File: config.mk
export PLATFORM = sky130hd
export DESIGN_NAME = reg_bank_8x16
export DESIGN_NICKNAME = d
export VERILOG_FILES = /design/src/rtl/reg_bank_8x16.sv
export SDC_FILE = /design/constraint.sdc
export NUM_CORES = 1
export LEC_CHECK = 0
export BUFFER_PORTS_ARGS = -buffer_cell sky130_fd_sc_hd__buf_4
export CORE_MARGIN = 3
export CORE_UTILIZATION = 46
export DETAILED_ROUTE_END_ITERATION = 7
export PLACE_DENSITY = 0.76
export SLEW_MARGIN = 20
export SYNTH_ARGS = -nofsm -noshare
export SYNTH_HDL_FRONTEND = slang
export SYNTH_SLANG_ARGS = --single-unit
File: constraint.sdc
create_clock -name clk -period 4.4 [get_ports clk]
set_clock_uncertainty 0.2 [all_clocks]
set_input_delay 0.88 -clock clk [delete_from_list [all_inputs] [get_ports clk]]
set_output_delay 0.88 -clock clk [all_outputs]
set_load 0.01 [all_outputs]
File: src/rtl/reg_bank_8x16.sv
// Eight-entry register bank with a valid/ready write-back port, a sequenced soft clear
// (one entry per cycle) and a per-entry dirty mask. Q0..Q7 feed the operand-select mux.
module reg_bank_8x16 #(
    parameter int unsigned          WIDTH     = 16,
    parameter bit                   ZERO_R0   = 1'b1,
    parameter logic [WIDTH-1:0]     RESET_VAL = '0
) (
    input  logic             clk,
    input  logic             rst,
    input  logic             wr_valid,
    output logic             wr_ready,
    input  logic [2:0]       wr_addr,
    input  logic [WIDTH-1:0] wr_data,
    input  logic             clr_req,
    output logic             busy,
    output logic [7:0]       dirty,
    output logic [WIDTH-1:0] Q0,
    output logic [WIDTH-1:0] Q1,
    output logic [WIDTH-1:0] Q2,
    output logic [WIDTH-1:0] Q3,
    output logic [WIDTH-1:0] Q4,
    output logic [WIDTH-1:0] Q5,
    output logic [WIDTH-1:0] Q6,
    output logic [WIDTH-1:0] Q7
);

    localparam int unsigned NREG = 8;
    localparam int unsigned AW   = 3;

    typedef enum logic {
        IDLE  = 1'b0,
        CLEAR = 1'b1
    } state_t;

    state_t            state_q, state_d;
    logic [AW-1:0]     cnt_q, cnt_d;
    logic [WIDTH-1:0]  regs_q [NREG];
    logic [WIDTH-1:0]  regs_d [NREG];
    logic [NREG-1:0]   dirty_q, dirty_d;
    logic              wr_en;

    // Handshake is combinational so a pending clear blocks the write in the same cycle.
    assign busy     = (state_q == CLEAR);
    assign wr_ready = (state_q == IDLE) && !clr_req && !rst;
    assign wr_en    = wr_valid && wr_ready;

    always_comb begin
        state_d = state_q;
        cnt_d   = cnt_q;
        regs_d  = regs_q;
        dirty_d = dirty_q;
        case (state_q)
            IDLE: begin
                if (clr_req) begin
                    state_d = CLEAR;
                    cnt_d   = '0;
                end
            end
            CLEAR: begin
                regs_d[cnt_q]  = RESET_VAL;
                dirty_d[cnt_q] = 1'b0;
                cnt_d          = cnt_q + AW'(1);
                if (cnt_q == AW'(NREG - 1)) begin
                    state_d = IDLE;
                end
            end
            default: state_d = IDLE;
        endcase
        if (wr_en && !(ZERO_R0 && (wr_addr == AW'(0)))) begin
            regs_d[wr_addr]  = wr_data;
            dirty_d[wr_addr] = 1'b1;
        end
        // R0 stays hard-wired even through a clear sweep with a non-zero RESET_VAL.
        if (ZERO_R0) begin
            regs_d[0]  = '0;
            dirty_d[0] = 1'b0;
        end
    end

    always_ff @(posedge clk or posedge rst) begin
        if (rst) begin
            state_q <= IDLE;
            cnt_q   <= '0;
            dirty_q <= '0;
            for (int i = 0; i < NREG; i++) begin
                regs_q[i] <= (i == 0 && ZERO_R0) ? '0 : RESET_VAL;
            end
        end else begin
            state_q <= state_d;
            cnt_q   <= cnt_d;
            dirty_q <= dirty_d;
            regs_q  <= regs_d;
        end
    end

    assign dirty = dirty_q;
    assign Q0    = regs_q[0];
    assign Q1    = regs_q[1];
    assign Q2    = regs_q[2];
    assign Q3    = regs_q[3];
    assign Q4    = regs_q[4];
    assign Q5    = regs_q[5];
    assign Q6    = regs_q[6];
    assign Q7    = regs_q[7];

endmodule

==> metrics.md <==
| Metric | Value |
|---|---|
| Row count | 38 |
| Peak supply drop | approximately 270 µV |
| Post-synth EDFFs | 0 |
| WP data required | 4.51 ns |
| Most common flop cell mapped by yosys | dfrtp_1 |
| Vias in the first global route | 4,101 |
| Top cells by area, synth | dfrtp_1, mux2i_1, nand2_1, buf_4, clkbuf_1 |
| CP Max Fanout | 18 |
| Library cells used by synthesis | 25 |
| Via density | 5.17 |
| Lkg Pwr | a little under 4 nW |
| Cell family with the largest share of critical-path delay | simple AND/OR/NAND/NOR gates |
| Worst path max stage delay | between 0.9 and 1 ns |
| Total chip power | 4.40 mW |
| Startpoint types | flop |
| Skew-Pair Late Insertion Delay | 0.41 ns |
| Yosys top cell by area | dfrtp_1 |
| Syn avg cell area | 11.6 µm² |
| CTS tree | done |
| Post-CTS Hold Buffers | 0 |
| Initial antenna violation count | 0 |
| Fin crit period | around 2.8 ns |
| Fin util | a little under two thirds |
| Endpoints failing setup | 0 |
| Nets | ~600 |
| Synth Register Bits | approximately 120 |
| Pwr dens | approximately 630 nW/µm² |
| Area Growth Syn to Fin | 32.8% |
| Critical path endpoint category | flop |
| Die W | 113 µm |
| Pre-Repair DR Iteration Count | 4 |
| CP Class | reg -> reg |
| # port buffers | 143 |
| Fillers | roughly 890 |
| Post-route DRC | 0 |
| Result of the run | complete, no violations |
| Final Cell Area | between 6000 and 7000 µm² |
| Share of cells above drive strength 1 | roughly 31% |
| H-tree levels | 4 |
| PostCTS Resize Cnt | 0 |
| Fmax | approximately 0.35 GHz |
| Worst EP arrival | approximately 2.9 ns |
| Unrepaired setup endpoints after global routing | no |
| Final setup TNS | 0 ns |
| Post-synthesis sequential area ratio | between 50% and 60% |
| DRT Wirelength | approximately 14,000 µm |
| CTS clock-pin slew for the worst setup and hold paths | roughly 0.06 ns |
| Total GRT Usage | between 20 and 25% |
| Die area | about 13,000 µm² |
| CTS sink count | around 120 |
| Top Ports | approximately 160 |
| Total setup buffers inserted after CTS | 0 |
| Synth Cell Area | approximately 5300 µm² |
| Starting DRT DRC Count | between 150 and 200 |
| DRT antenna net count | 0 |
| Initial core utilization | a little under half |
| Vias | 3,842 |
| CORE AREA | about 11,000 µm² |
| Relative slew slack | a little under a third |
| Num CTS Buffers | 17 |
| Final Wtd Congestion | around 0.79 |
| Worst-Margin Slew | roughly 1.0 ns |
| CTS root buf | clkbuf_16 |
| Crit path cell chain | or4b_4 > or4b_1 > mux2i_1 |
| Area post-placement | 6350 µm² |
| Ys async rst share | 100% |
| Max cap viols | 0 |
| Synth warn | 0 |
| First-pass GRT wire length | ~22,000 µm |
| Max clock buf depth | 2 |
| Min-Delay Path Class | reg -> reg |
| Maximum number of pins on one net before global-route repair | 79 |
| Tcrit/Tclk final | between 60% and 70% |
| Placed wire-length estimate | ~9500 µm |
| Buffers & Inverters on Critical Path | 0 |
| Top post-synthesis cells by count | dfrtp_1, nand2_1, mux2i_1, buf_4, clkbuf_1 |
| WL/cell | approximately 19 µm |
| DIE HEIGHT | approximately 110 µm |
| Fin. max-slew vios | 0 |
| Share of the synthesized area in the top cell type | 58.6% |
| Final Hold Viols | 0 |
| Post-synthesis cell count | 452 |
| Grt total ovfl | 0 |
| Slowest stage cell, crit path | or4b_1 |
| # diodes | 0 |
[metal layers]
layer | global-route usage (%) | routed length, µm | vias to the layer above
li1 | - | - | 1740
met4 | 7.53 | 172 | 0
met5 | 0 | 0 | -
met2 | 37.2 | 6850 | 136
met3 | 7.91 | 1150 | 19
met1 | 29.0 | 5980 | 1947
[cell families (layout without fill, tap and decap cells)]
group,count (synthesis),in the layout,share of synthesized area (%)
muxes,113,113,21.6
DFF,123,123,58.6
other,1,17,0.0714
buffers and inverters,63,198,6.50
and+or+nand+nor,144,144,12.1
adders and majority gates,2,2,0.476
AOI/OAI and AO/OA,6,6,0.714
[worst reg2reg max path: cells and delay by family (launching register included)]
family           cells  cell delay [ns]
multiplexers         1             0.35
flip-flops           1             0.57
AND/OR/NAND/NOR      2             1.61
[flip-flops by register name (all words and copies together), names as in the netlist]
register / cells
Q1: 16
Q2: 16
Q3: 16
Q4: 16
Q5: 16
Q6: 16
Q7: 16
dirty: 7
cnt_q: 3
busy: 1
[report_power, final]
part | switching (mW) | internal [mW]
combinational | 0.662 | 0.566
clock | 0.500 | 0.976
sequential | 0.245 | 1.45
[final timing paths]
| check | startpoint | to | slack [ns] | cells after the start |
|---|---|---|---|---|
| max in group asynchronous | rst | Q7[12] | 2.71 | 3 |
| min | dirty[6] | dirty[6] | 0.28 | 1 |
| max reg2reg | busy | Q2[1] | 1.58 | 3 |
| min in group asynchronous | rst | cnt_q[1] | 0.50 | 2 |
| max | busy | Q2[1] | 1.58 | 3 |
| min reg2reg | dirty[6] | dirty[6] | 0.28 | 1 |
[metrics by stage]
step | worst slack [ns] | std cells | hold WS [ns]
finish | 1.58 | 743 | 0.279
global route | 1.51 | 743 | 0.301
CTS | 1.63 | 743 | 0.283
detailed placement | 1.26 | 711 | 0.267
global placement | 1.32 | 711 | 0.261
floorplan | 0.0491 | 468 | 0.314
[area by class of cell]
class	instances	area [µm²]	share of cell area (%)
clock buffers	21	460	6.60
clock inverters	11	168	2.40
inverters	17	66.3	0.950
multi-input cells	282	1900	27.2
flip-flops and latches	123	3080	44.1
well taps	140	175	2.51
repair buffers	149	1130	16.2
[cells in the final DEF (no fill, tap or decap), drive strengths merged, types with 2 or more instances in the layout]
master	netlist	layout
buf	28	149
dfrtp	123	123
nand2	123	123
mux2i	112	112
clkbuf	18	21
conb	1	17
inv	17	17
clkinv	0	5
bufinv	0	4
nand4bb	3	3
nand4b	3	3
a21o	3	3
or4b	3	3
nor2	2	2
nand2b	2	2
o21ai	2	2
nand4	2	2
and4b	2	2
ha	2	2
clkinvlp	0	2
nor3	2	2
No activity file was read; power rests on OpenSTA's default activity.
